==> config.mk <==
export PLATFORM = sky130hd
export DESIGN_NAME = pipe_hazard_ctrl
export DESIGN_NICKNAME = d
export VERILOG_FILES = /design/src/rtl/pipe_hazard_ctrl.sv
export SDC_FILE = /design/constraint.sdc
export NUM_CORES = 1
export LEC_CHECK = 0
export BUFFER_PORTS_ARGS = -buffer_cell sky130_fd_sc_hd__buf_2
export CAP_MARGIN = 20
export CORE_AREA = 2 2 65 67
export DETAILED_ROUTE_END_ITERATION = 12
export DIE_AREA = 0 0 67 69
export GPL_TIMING_DRIVEN = 0
export PLACE_DENSITY = 0.83
export SYNTH_ARGS = -nofsm -noshare
export SYNTH_HDL_FRONTEND = slang
export SYNTH_SLANG_ARGS = --single-unit
==> constraint.sdc <==
create_clock -name i_clk -period 2.29 [get_ports i_clk]
set_input_delay 0.458 -clock i_clk [delete_from_list [all_inputs] [get_ports i_clk]]
set_output_delay 0.458 -clock i_clk [all_outputs]
set_load 0.005 [all_outputs]
==> src/rtl/pipe_hazard_ctrl.sv <==
// Central stall/flush sequencer for the 5-stage core (Q1 fetch .. Q5 writeback).
// Resolves memory-wait stalls in Q4, Q3 redirects and load-use hazards, in that
// priority. Enables/flushes are combinational from state and inputs.
// Optional memory-wait watchdog: define PIPE_HAZARD_MEM_TIMEOUT_EN.
module pipe_hazard_ctrl #(
    parameter int unsigned CNT_WIDTH      = 32,
    parameter int unsigned TIMEOUT_CYCLES = 255
) (
    input  logic                 i_clk,
    input  logic                 i_rst,
    input  logic [4:0]           i_q2_rs1,
    input  logic [4:0]           i_q2_rs2,
    input  logic                 i_q2_use_rs1,
    input  logic                 i_q2_use_rs2,
    input  logic [4:0]           i_q3_rd,
    input  logic                 i_q3_mem_rd,
    input  logic                 i_q3_redirect,
    input  logic                 i_q4_mem_req,
    input  logic                 i_dmem_ready,
    output logic                 o_dmem_valid,
    output logic                 o_en_pc,
    output logic                 o_en_q1q2,
    output logic                 o_en_q2q3,
    output logic                 o_en_q3q4,
    output logic                 o_en_q4q5,
    output logic                 o_flush_q1q2,
    output logic                 o_flush_q2q3,
    output logic                 o_flush_q4q5,
    output logic [CNT_WIDTH-1:0] o_stall_cycles,
    output logic                 o_mem_fault
);

    typedef enum logic {
        S_IDLE     = 1'b0,
        S_MEM_WAIT = 1'b1
    } state_e;

    state_e               state_q, state_d;
    logic [CNT_WIDTH-1:0] stall_cnt_q, stall_cnt_d;
    logic                 load_use_c;
    logic                 mem_stall_c;
    logic                 timeout_c;

    // Q2 reads a register that the Q3 load has not produced yet; x0 is never a hazard
    always_comb begin
        load_use_c = i_q3_mem_rd && (i_q3_rd != 5'd0) &&
                     ((i_q2_use_rs1 && (i_q2_rs1 == i_q3_rd)) ||
                      (i_q2_use_rs2 && (i_q2_rs2 == i_q3_rd)));
    end

`ifdef PIPE_HAZARD_MEM_TIMEOUT_EN
    localparam int unsigned WD_W = $clog2(TIMEOUT_CYCLES + 1);

    logic [WD_W-1:0] wd_q, wd_d;
    logic            mem_fault_q, mem_fault_d;

    // Watchdog: the TIMEOUT_CYCLES-th unanswered MEM_WAIT cycle retires Q4 as a bubble
    always_comb begin
        timeout_c   = (state_q == S_MEM_WAIT) && !i_dmem_ready &&
                      (wd_q == WD_W'(TIMEOUT_CYCLES - 1));
        wd_d        = '0;
        mem_fault_d = mem_fault_q | timeout_c;
        if (i_rst) begin
            mem_fault_d = 1'b0;
        end else if ((state_q == S_MEM_WAIT) && !i_dmem_ready && !timeout_c) begin
            wd_d = wd_q + WD_W'(1);
        end
    end

    // Watchdog count and sticky fault flag
    always_ff @(posedge i_clk) begin
        if (i_rst) begin
            wd_q        <= '0;
            mem_fault_q <= 1'b0;
        end else begin
            wd_q        <= wd_d;
            mem_fault_q <= mem_fault_d;
        end
    end

    assign o_mem_fault = mem_fault_q;
`else
    logic [31:0] unused_timeout_c;

    assign unused_timeout_c = TIMEOUT_CYCLES;
    assign timeout_c        = 1'b0;
    assign o_mem_fault      = 1'b0;
`endif

    // Next state and pipeline control; memory stall outranks redirect outranks load-use
    always_comb begin
        state_d      = state_q;
        mem_stall_c  = 1'b0;
        o_dmem_valid = 1'b0;
        o_en_pc      = 1'b1;
        o_en_q1q2    = 1'b1;
        o_en_q2q3    = 1'b1;
        o_en_q3q4    = 1'b1;
        o_en_q4q5    = 1'b1;
        o_flush_q1q2 = 1'b0;
        o_flush_q2q3 = 1'b0;
        o_flush_q4q5 = 1'b0;

        if (i_rst) begin
            state_d      = S_IDLE;
            o_en_pc      = 1'b0;
            o_en_q1q2    = 1'b0;
            o_en_q2q3    = 1'b0;
            o_en_q3q4    = 1'b0;
            o_en_q4q5    = 1'b0;
            o_flush_q1q2 = 1'b1;
            o_flush_q2q3 = 1'b1;
            o_flush_q4q5 = 1'b1;
        end else begin
            case (state_q)
                S_IDLE: begin
                    if (i_q4_mem_req) begin
                        o_dmem_valid = 1'b1;
                        if (!i_dmem_ready) begin
                            mem_stall_c = 1'b1;
                            state_d     = S_MEM_WAIT;
                        end
                    end
                end
                S_MEM_WAIT: begin
                    if (i_dmem_ready) begin
                        o_dmem_valid = 1'b1;
                        state_d      = S_IDLE;
                    end else if (timeout_c) begin
                        o_flush_q4q5 = 1'b1;
                        state_d      = S_IDLE;
                    end else begin
                        o_dmem_valid = 1'b1;
                        mem_stall_c  = 1'b1;
                    end
                end
                default: state_d = S_IDLE;
            endcase

            if (mem_stall_c) begin
                o_en_pc      = 1'b0;
                o_en_q1q2    = 1'b0;
                o_en_q2q3    = 1'b0;
                o_en_q3q4    = 1'b0;
                o_flush_q4q5 = 1'b1;
            end else if (i_q3_redirect) begin
                o_flush_q1q2 = 1'b1;
                o_flush_q2q3 = 1'b1;
            end else if (load_use_c) begin
                o_en_pc      = 1'b0;
                o_en_q1q2    = 1'b0;
                o_flush_q2q3 = 1'b1;
            end
        end
    end

    // Saturating count of cycles with the PC held
    always_comb begin
        stall_cnt_d = stall_cnt_q;
        if (i_rst) begin
            stall_cnt_d = '0;
        end else if (!o_en_pc && (stall_cnt_q != '1)) begin
            stall_cnt_d = stall_cnt_q + CNT_WIDTH'(1);
        end
    end

    // State and counter registers
    always_ff @(posedge i_clk) begin
        if (i_rst) begin
            state_q     <= S_IDLE;
            stall_cnt_q <= '0;
        end else begin
            state_q     <= state_d;
            stall_cnt_q <= stall_cnt_d;
        end
    end

    assign o_stall_cycles = stall_cnt_q;

endmodule

Yosys cells after proc, flatten, opt, wreduce, memory -nomap -nowiden:

Index checks and enable logic that the tools add are counted.
W data, S select, Z words.

* flip-flop bits (word level): 33
* input bits: 23
* word-level logic and storage cells: 38
* output and inout port bits: 42

* multiplexer cells: 23
* $add $sub $neg: 1
* reduce and logical (&&, ||, !) cells: 8
* bitwise gates (word level): 1
* equality and inequality tests: 3

Operators with widths (number)
* $add A32 B1 Y32 const B: 1
* $ne A32 B32 Y1 const B: 1
* $mux W1: 21
* $eq A5 B5 Y1: 2
* $logic_and A1 B1 Y1: 5
* $reduce_bool A5 Y1: 1
* $pmux W1 S2: 2
* $logic_not A1 Y1: 1
* $logic_or A1 B1 Y1: 1
* $not A1 Y1: 1

Longest topological paths before layout:

Gate-level depths: netlist of run 1.

* word-level depth: 10
* depth in mapped cells: 10
* depth with buffers taken out: 7

Least setup slack after synthesis of run 1:

No wires, ideal clock.

* path kind: input -> output
* start: in i_q3_rd[1]
* end: out o_en_q1q2
* stages: 5
* arrival: 1.588 ns
* slack: 0.244 ns
* buffers on the path: 1
* required time: 1.832 ns
* cell sequence: or4_1 > o21ai_1 > nor2_1 > a21oi_1 > buf_4

* cells in the longest elaborated chain, start to end: 8
* elaborated cells on any way between the ends: 12
* those cells by class: eq/ne: 2; mux: 4; reduce/logical: 6

RTL lines
* start, declared: line 15 `input logic [4:0] i_q3_rd,`
* $eq A5 B5 Y1, on equally long branches: line 47, 48
* $logic_and A1 B1 Y1, on equally long branches: line 47, 48
* $logic_or A1 B1 Y1: line 47 `((i_q2_use_rs1 && (i_q2_rs1 == i_q3_rd)) ||`
* $logic_and A1 B1 Y1 *: line 46 `load_use_c = i_q3_mem_rd && (i_q3_rd != 5'd0) &&`
* $mux W1 * (4 in series)
* end, declared: line 22 `output logic o_en_q1q2,`

Every way passes the cells marked *; elsewhere a longest branch is shown, timed or not.

Worst setup path after layout of run 1:

* start: in i_q3_rd[1]
* end: out o_en_q1q2

* cells in the longest elaborated chain, start to end: 8
* elaborated cells on any way between the ends: 12
* those cells by class: eq/ne: 2; mux: 4; reduce/logical: 6

RTL lines
* $eq A5 B5 Y1, on equally long branches: line 47, 48
* $logic_and A1 B1 Y1, on equally long branches: line 47, 48
* $logic_or A1 B1 Y1: line 47
* $logic_and A1 B1 Y1 *: line 46
* $mux W1 *: line 149 `end else if (load_use_c) begin`
* $mux W1 *: line 146 `end else if (i_q3_redirect) begin`
* $mux W1 *: line 140 `if (mem_stall_c) begin`
* $mux W1 *: line 104 `if (i_rst) begin`

Marked as above.

==> results of run 1 <==
-- sequential cells by signal, indices dropped and copies added, names as in the netlist --
signal	count
state_q	1
o_stall_cycles	32
-- metal layers --
metal | track usage | vias up | share of wire | routed length (um)
met4 | 0.0907 | 0 | 0.020 | 95
met1 | 0.300 | 914 | 0.45 | 2140
met3 | 0.0343 | 9 | 0.061 | 290
met5 | 0 | - | 0 | 0
li1 | - | 999 | - | -
met2 | 0.328 | 78 | 0.47 | 2220
-- layout make-up --
cell class	count	area (um^2)	area share
well taps	50	62.6	0.0259
inverters	5	18.8	0.00778
clock inverters	1	5.00	0.00207
clock buffers	7	96.3	0.0399
multi-input cells	178	1170	0.483
repair buffers	62	310	0.129
plain buffers	13	93.8	0.0389
flip-flops and latches	33	661	0.274
-- power breakdown --
group	leakage [uW]	internal, uW	switching, uW
Sequential	0.000266	580	9.96
Combinational	0.000658	63.3	74.4
Clock	0.0000542	272	216
-- worst register-to-register path, delay by kind of cell, from the launching register on --
kind                   cells  cell delay (ns)
and+or+nand+nor            5             1.03
DFF                        1             0.47
buffers and inverters      2             0.32
AOI/OAI and AO/OA          1             0.17
-- cell families (layout without fill, tap and decap cells) --
kind of cell             after synthesis  in the layout
XOR/XNOR                              13             13
other                                  1              1
adder cells (fa/ha/maj)                1              1
AND/OR/NAND/NOR                       98             98
multiplexers                           2              2
AO/OA/AOI/OAI                         63             63
buffers and inverters                 18             88
flip-flops                            33             33
-- through the flow --
step / instances / total power [uW] / cell area, um^2 / setup WS, ns / TNS, ns
3_3_place_gp: 341 / 734 / 2280 / -0.0157 / -0.0157
4_1_cts: 349 / 1220 / 2390 / 0.000915 / 0
3_5_place_dp: 341 / 737 / 2280 / -0.0510 / -0.0810
6_report: 349 / 1220 / 2410 / 0.0613 / 0
5_1_grt: 349 / 1270 / 2410 / -0.00989 / -0.00989
2_1_floorplan: 229 / 680 / 1910 / 0.244 / 0
-- cells in the final DEF, fill, tap and decap left out, types with 10 or more instances in the layout --
cell type / netlist / routed
buf_2: 3 / 65
o31ai_1: 10 / 10
xnor2_1: 12 / 12
nand3_1: 12 / 12
dfxtp_1: 33 / 33
nand4_1: 10 / 10
or3_1: 16 / 16
o21ai_1: 13 / 12
nand2_1: 14 / 14
a21oi_1: 27 / 26
or4_1: 11 / 11
nor2_1: 12 / 12
-- timing repair --
action,4_1_cts,5_1_grt
pin swaps,0,0
resized for setup,1,4
endpoints found under the hold margin,0,0
endpoints found under the setup margin,1,5
-- how the worst max path moves through the flow --
stage | from | to | slack, ns | cells past startpoint
after floorplan | i_q3_rd[1] | o_en_q1q2 | 0.24 | 5
after global placement | i_q3_rd[1] | o_en_q1q2 | -0.02 | 7
after detailed placement | i_q3_rd[1] | o_en_q1q2 | -0.05 | 7
after CTS | i_q3_rd[1] | o_en_q1q2 | 0.0009 | 7
after global routing | i_q3_rd[1] | o_en_q1q2 | -0.01 | 7
final | i_q3_rd[1] | o_en_q1q2 | 0.06 | 7
==> impl_metrics.py, run 1 <==
metrics = {
    "layout": {
        "final_util": 0.617,
        "area_growth_pct": 26.3,
        "drive_gt1_frac": 0.314,
        "diodes": 0,
        "n_fill_cell": 358,
        "nets": 322,
    },
    "worst_setup_path": {
        "timing.critical_path.from_type": "primary input",
        "ff2ff_setup_slack_ns": 0.20,
        "r2r_start": "o_stall_cycles[7]$_SDFFE_PP0P_",
        "required_ns": 1.83,
        "worstPathCellList": "buf_2, or4_1, o21ai_2, nor2_1, a21oi_2, buf_4, buf_2",
        "crit_slowest_cell": "or4_1",
        "slowest_delay_ns": 0.53,
        "cp_top_family": "simple AND/OR/NAND/NOR gates",
        "r2r-end": "o_stall_cycles[25]$_SDFFE_PP0P_",
        "reg2reg_depth": 8,
        "end_kind": "output port",
        "crit_top_cell": "buf_2",
        "path_class": "in -> out",
        "crit_arrival_ns": 1.77,
        "cp_max_fo": 3,
        "crit_buf_inv": 3,
    },
    "synthesis": {
        "ys_ff_latch": 33,
        "synth_fa_ha_area_frac": 0.00655,
        "synth_xor_area_frac": 0.0596,
        "synth-warning-count": 0,
        "post-synth-top-count-cell": "dfxtp_1",
        "ys.flop_type": "dfxtp_1",
        "syn_area_per_cell_um2": 8.34,
        "ys_top_cells_by_count": "33 x dfxtp_1, 27 x a21oi_1, 16 x or3_1, 14 x nand2_1, 13 x o21ai_1",
        "ys_top_cells_by_area": "dfxtp_1 35%, a21oi_1 7.1%, xnor2_1 5.5%",
        "yosys.area.top_type": "dfxtp_1",
        "synth_nets": 253,
        "synth_cell_types": 44,
        "synth_simple_gate_area_frac": 0.318,
        "synth_top_family_by_area": "simple AND/OR/NAND/NOR gates",
        "yosys-mux-area-fraction": 0.0111,
        "ys_seq_area_frac": 0.346,
        "synth_compound_area_frac": 0.198,
        "async_flop_share": 0,
        "netlist_instances": 229,
        "synth_edf_count": 0,
        "synth_top_area_share": 0.346,
        "synth_area_um2": 1910,
    },
    "grt": {
        "grt_max_degree": 11,
        "grt_pass1_wl_um": 7980,
        "track_usage": 0.216,
        "antenna_found_initial": 0,
        "grt_pass1_vias": 1809,
        "overflow": 0,
    },
    "flow_run": {
        "maxCapViolCount": 0,
    },
    "power": {
        "leakage_uw": 0.000979,
        "power_density_nw_per_um2": 504,
        "ir_worst_vdd_v": 0.000251,
    },
    "cts": {
        "numCtsBuffers": 5,
        "htree_levels": 2,
        "clk_latency_ns": 0.29,
        "cts-root-buf": "clkbuf_8",
        "cts.clk_slew.worst_paths_ns": 0.07,
        "postCtsSetupBuffers": 0,
        "hold_buffers": 0,
        "cts_max_path_buffers": 2,
        "cts.sinks": 33,
        "cts_tree": "done",
    },
    "worst_hold_path": {
        "hold_start": "i_dmem_ready",
        "hold_class": "in -> reg",
        "whs_endpoint": "state_q$_SDFF_PP0_",
        "hold-path-cell-count": 2,
    },
    "sta": {
        "finClkSkew_ns": 0.0101,
        "tightest_slew_ns": 0.501,
        "finalCritPeriodShare": 0.973,
        "hold-worst-slack_ns": 0.393,
        "hold_violations": 0,
        "fin_crit_ns": 2.23,
        "drv_slew": 0,
        "rsz0062_at_grt": "yes",
        "setup_viol": 0,
        "relSlewSlack": 0.666,
        "fmaxAchievable_ghz": 0.449,
    },
    "drt": {
        "ant_nets": 0,
        "via_per_inst": 5.73,
        "vias": 2000,
        "avgRoutedWirePerCell_um": 13.6,
        "drt_iter0_markers": 160,
        "route.detailed.drc": 0,
        "wirelength_um": 4740,
        "firstDrtPassIters": 4,
    },
    "floorplan": {
        "die_w_um": 67,
        "die_area_um2": 4620,
        "rows": 23,
        "core_region_area_um2": 3910,
        "fp.dieH_um": 69,
        "pin_count": 65,
        "start_util": 0.488,
    },
    "placement": {
        "io_buffer_count": 62,
        "place_congestion": 0.804,
        "place_hpwl_um": 3530,
    },
    "run_status": {
        "status": "finished clean",
    },
}
No activity file was read; power rests on OpenSTA's default activity.
==> run 2: changes to the inputs <==
--- a/config.mk
+++ b/config.mk
@@ -7,11 +7,14 @@
 export LEC_CHECK = 0
 export BUFFER_PORTS_ARGS = -buffer_cell sky130_fd_sc_hd__buf_2
 export CAP_MARGIN = 20
-export CORE_AREA = 2 2 65 67
+export CELL_PAD_IN_SITES_DETAIL_PLACEMENT = 1
+export CELL_PAD_IN_SITES_GLOBAL_PLACEMENT = 1
+export CORE_AREA = 2 2 76 78
 export DETAILED_ROUTE_END_ITERATION = 12
-export DIE_AREA = 0 0 67 69
+export DIE_AREA = 0 0 78 80
 export GPL_TIMING_DRIVEN = 0
 export PLACE_DENSITY = 0.83
+export SETUP_SLACK_MARGIN = 0.2
 export SYNTH_ARGS = -nofsm -noshare
 export SYNTH_HDL_FRONTEND = slang
 export SYNTH_SLANG_ARGS = --single-unit
==> impl_metrics.py, run 2 (synthesis results as in run 1) <==
metrics = {
    "drt": {
        "vias": 2188,
        "ant_nets": 0,
        "drt_iter0_markers": 87,
        "via_per_inst": 5.70,
        "firstDrtPassIters": 4,
        "avgRoutedWirePerCell_um": 18.8,
        "route.detailed.drc": 0,
        "wirelength_um": 7220,
    },
    "power": {
        "power_density_nw_per_um2": 480,
        "leakage_uw": 0.00114,
        "ir_worst_vdd_v": 0.000200,
    },
    "grt": {
        "gr-max-usage-layer": "met2",
        "grt_max_degree": 11,
        "grt_pass1_wl_um": 9930,
        "track_usage": 0.199,
        "grtUsageMet2": 0.364,
        "antenna_found_initial": 0,
        "grt_util_met3": 0.0452,
        "overflow": 0,
        "grt_pass1_vias": 2093,
        "met1_usage": 0.229,
    },
    "flow_run": {
        "maxCapViolCount": 0,
    },
    "layout": {
        "nets": 335,
        "diodes": 0,
        "fin_cells": 384,
        "final_util": 0.527,
        "area_growth_pct": 49.1,
        "most-common-layout-cells": "61 x buf_2, 22 x a21oi_1, 20 x dfxtp_1, 16 x or3_1, 14 x buf_4",
        "mostFrequentLayoutCell": "buf_2",
        "n_fill_cell": 661,
        "largest_reg_flops": 32,
        "drive_gt1_frac": 0.468,
    },
    "sta": {
        "hold-worst-slack_ns": 0.404,
        "rsz0062_at_grt": "yes",
        "tightest_slew_ns": 0.724,
        "tns_ns": 0,
        "finalCritPeriodShare": 0.958,
        "setup_viol": 0,
        "relSlewSlack": 0.517,
        "fin_crit_ns": 2.19,
        "fmaxAchievable_ghz": 0.456,
        "finClkSkew_ns": 0.00445,
        "drv_slew": 0,
        "hold_violations": 0,
    },
    "worst_setup_path": {
        "end_kind": "output port",
        "cp_max_fo": 3,
        "required_ns": 1.83,
        "timing.critical_path.from_type": "primary input",
        "worstPathCellList": "buf_8, or4_4, o21ai_4, nor2_4, a21oi_2, buf_4, buf_6",
        "slowest_delay_ns": 0.53,
        "crit_slowest_cell": "or4_4",
        "path_class": "in -> out",
        "cp_top_family": "simple AND/OR/NAND/NOR gates",
        "crit_buf_inv": 3,
        "ff2ff_setup_slack_ns": 0.17,
        "crit_arrival_ns": 1.74,
    },
    "placement": {
        "place_hpwl_um": 4390,
        "place_congestion": 0.734,
        "io_buffer_count": 62,
        "dp_cells": 363,
    },
    "cts": {
        "numCtsBuffers": 5,
        "cts.sinks": 33,
        "cts_tree": "done",
        "cts-root-buf": "clkbuf_8",
        "htree_levels": 2,
        "clk_latency_ns": 0.29,
        "cts_max_path_buffers": 2,
        "hold_buffers": 0,
        "cts.clk_slew.worst_paths_ns": 0.07,
    },
    "floorplan": {
        "pin_count": 65,
        "die_area_um2": 6240,
        "rows": 27,
        "die_w_um": 78,
        "start_util": 0.353,
        "fp.dieH_um": 80,
        "core_region_area_um2": 5410,
    },
    "worst_hold_path": {
        "hold_class": "in -> reg",
    },
    "run_status": {
        "status": "finished clean",
    },
}
run 2: path summary, 6_finish.rpt:
path / startpoint / end / cells after the start
worst max-delay path: i_q3_rd[2] / o_en_q1q2 / 7
worst min-delay path: i_dmem_ready / state_q$_SDFF_PP0_ / 2
worst max register to register: o_stall_cycles[13]$_SDFFE_PP0P_ / o_stall_cycles[7]$_SDFFE_PP0P_ / 9
worst min register to register: o_stall_cycles[16]$_SDFFE_PP0P_ / o_stall_cycles[16]$_SDFFE_PP0P_ / 2
run 2: layout make-up:
cell class / instances / area [um^2] / area share
timing repair buffer: 75 / 459 / 0.161
clock buffer: 7 / 86.3 / 0.0303
clock inverter: 1 / 30.0 / 0.0105
tap: 72 / 90.1 / 0.0316
sequential: 33 / 684 / 0.240
inverter: 5 / 18.8 / 0.00659
multi-input combinational: 178 / 1370 / 0.482
buffer: 13 / 105 / 0.0369
run 2: repair_timing:
| action | CTS | global route |
|---|---|---|
| pin swaps | 6 | 25 |
| cloned | 0 | 2 |
| setup buffers | 3 | 8 |
| gates resized for setup | 22 | 52 |
| setup endpoints to repair | 25 | 33 |
run 2: where the power goes:
part,internal (uW),leakage (uW),switching [uW]
sequential,579,0.000274,11.4
combinational,89.4,0.000812,99.1
clock,355,0.0000585,233
total,1020,0.00114,344
run 2: layer usage:
| layer | vias up | share of wire |
|---|---|---|
| li1 | 1020 | - |
| met1 | 1069 | 0.39 |
| met2 | 80 | 0.53 |
| met3 | 19 | 0.052 |
| met4 | 0 | 0.027 |
| met5 | - | 0 |
run 2: metrics by stage:
step / setup slack, ns / cell area [um^2] / total power, uW
after floorplan: 0.244 / 1910 / 680
final: 0.0960 / 2850 / 1370
after CTS: 0.105 / 2550 / 1330
after global routing: 0.0484 / 2850 / 1410
after detailed placement: -0.106 / 2310 / 742
after global placement: -0.0582 / 2310 / 737
==> run 3: changes to the inputs <==
--- a/config.mk
+++ b/config.mk
@@ -13,7 +13,7 @@
 export DETAILED_ROUTE_END_ITERATION = 12
 export DIE_AREA = 0 0 78 80
 export GPL_TIMING_DRIVEN = 0
-export PLACE_DENSITY = 0.83
+export PLACE_DENSITY_LB_ADDON = 0.3
 export SETUP_SLACK_MARGIN = 0.2
 export SYNTH_ARGS = -nofsm -noshare
 export SYNTH_HDL_FRONTEND = slang
==> impl_metrics.py, run 3 (synthesis results as in run 1) <==
metrics = {
    "run_status": {
        "status": "finished clean",
    },
    "cts": {
        "cts-root-buf": "clkbuf_8",
        "clk_latency_ns": 0.28,
        "cts.sinks": 33,
        "numCtsBuffers": 5,
        "hold_buffers": 0,
        "cts_max_path_buffers": 2,
        "cts_tree": "done",
        "htree_levels": 2,
        "cts.clk_slew.worst_paths_ns": 0.07,
    },
    "grt": {
        "antenna_found_initial": 0,
        "overflow": 0,
        "track_usage": 0.179,
        "grt_pass1_wl_um": 9120,
        "grt_pass1_vias": 1979,
        "grt_max_degree": 11,
    },
    "worst_setup_path": {
        "required_ns": 1.83,
        "path_class": "in -> out",
        "timing.critical_path.from_type": "primary input",
        "crit_arrival_ns": 1.71,
        "critPathLaunch": "i_q3_rd[2]",
        "end_kind": "output port",
        "cp_max_fo": 3,
        "r2r_start": "o_stall_cycles[5]$_SDFFE_PP0P_",
    },
    "worst_hold_path": {
        "hold_start": "i_dmem_ready",
        "hold_class": "in -> reg",
    },
    "layout": {
        "most-common-layout-cells": "61 x buf_2, 24 x a21oi_1, 19 x dfxtp_1, 16 x or3_1",
        "diodes": 0,
        "drive_gt1_frac": 0.420,
        "largest_reg_flops": 32,
        "nets": 331,
        "mostFrequentLayoutCell": "buf_2",
        "area_growth_pct": 39.9,
    },
    "drt": {
        "vias": 2076,
        "via_per_inst": 5.48,
        "avgRoutedWirePerCell_um": 16.4,
        "firstDrtPassIters": 4,
        "ant_nets": 0,
        "drt_iter0_markers": 77,
        "wirelength_um": 6200,
        "route.detailed.drc": 0,
    },
    "sta": {
        "relSlewSlack": 0.613,
        "rsz0062_at_grt": "yes",
        "finalCritPeriodShare": 0.948,
        "finClkSkew_ns": 0.00679,
        "layout_setup_ws_ns": 0.119,
        "setup_viol": 0,
        "hold_violations": 0,
        "tightest_slew_ns": 0.580,
        "drv_slew": 0,
        "fmaxAchievable_ghz": 0.461,
        "fin_crit_ns": 2.17,
    },
    "placement": {
        "place_hpwl_um": 4220,
        "place_congestion": 0.761,
        "io_buffer_count": 62,
        "dp_slack_ns": -0.0971,
    },
    "floorplan": {
        "pin_count": 65,
        "rows": 27,
        "core_region_area_um2": 5410,
        "fp.dieH_um": 80,
        "die_w_um": 78,
        "die_area_um2": 6240,
        "start_util": 0.353,
    },
    "power": {
        "p_total_uw": 1230,
        "leakage_uw": 0.00108,
        "ir_worst_vdd_v": 0.000261,
        "power_density_nw_per_um2": 460,
    },
    "flow_run": {
        "maxCapViolCount": 0,
    },
}
## run 3: per-stage QoR
| stage | TNS [ns] | cell area, um^2 | hold WS [ns] | utilization | cells |
|---|---|---|---|---|---|
| floorplan | 0 | 1910 | 0.481 | - | 229 |
| global placement | -0.178 | 2310 | 0.497 | 0.428 | 363 |
| detailed placement | -0.471 | 2310 | 0.503 | 0.428 | 363 |
| CTS | 0 | 2490 | 0.395 | 0.461 | 372 |
| global route | 0 | 2670 | 0.420 | 0.495 | 379 |
| finish | 0 | 2670 | 0.409 | 0.495 | 379 |
## run 3: what timing repair did
action                                  CTS  global route
endpoints found under the setup margin   28            29
pin swaps                                 4            15
buffers inserted                          2             6
resized for setup                        19            34
gates cloned                              0             1
## run 3: report_power, final
group	internal, uW	total, uW	switching [uW]
Combinational	85.5	180	94.9
Sequential	580	589	9.50
Clock	238	460	222
## run 3: routing by layer
| metal | global-route usage | vias up | wire (um) |
|---|---|---|---|
| met5 | 0 | - | 0 |
| met4 | 0.0158 | 0 | 38 |
| met3 | 0.0452 | 5 | 324 |
| met2 | 0.328 | 60 | 3190 |
| met1 | 0.219 | 998 | 2650 |
| li1 | - | 1013 | - |
## run 3: path summary, 6_finish.rpt
path / to / slack [ns] / depth (start not counted)
max: o_flush_q2q3 / 0.12 / 7
min: state_q$_SDFF_PP0_ / 0.41 / 2
max reg2reg: o_stall_cycles[19]$_SDFFE_PP0P_ / 0.23 / 8
min reg2reg: o_stall_cycles[26]$_SDFFE_PP0P_ / 0.51 / 2
## run 3: worst max-delay path: stages
cell	delay, ns
buf_8	0.10
or4_4	0.54
o21ai_4	0.19
buf_6	0.13
nand2b_4	0.11
a21oi_2	0.04
buf_2	0.14
## run 3: area by class of cell
type | instances | area (um^2)
fill | 675 | 2730
timing repair buffer | 71 | 412
multi-input combinational | 178 | 1280
tap | 72 | 90.1
clock inverter | 1 | 7.51
inverter | 5 | 18.8
buffer | 13 | 100
sequential | 33 | 681
clock buffer | 6 | 82.6
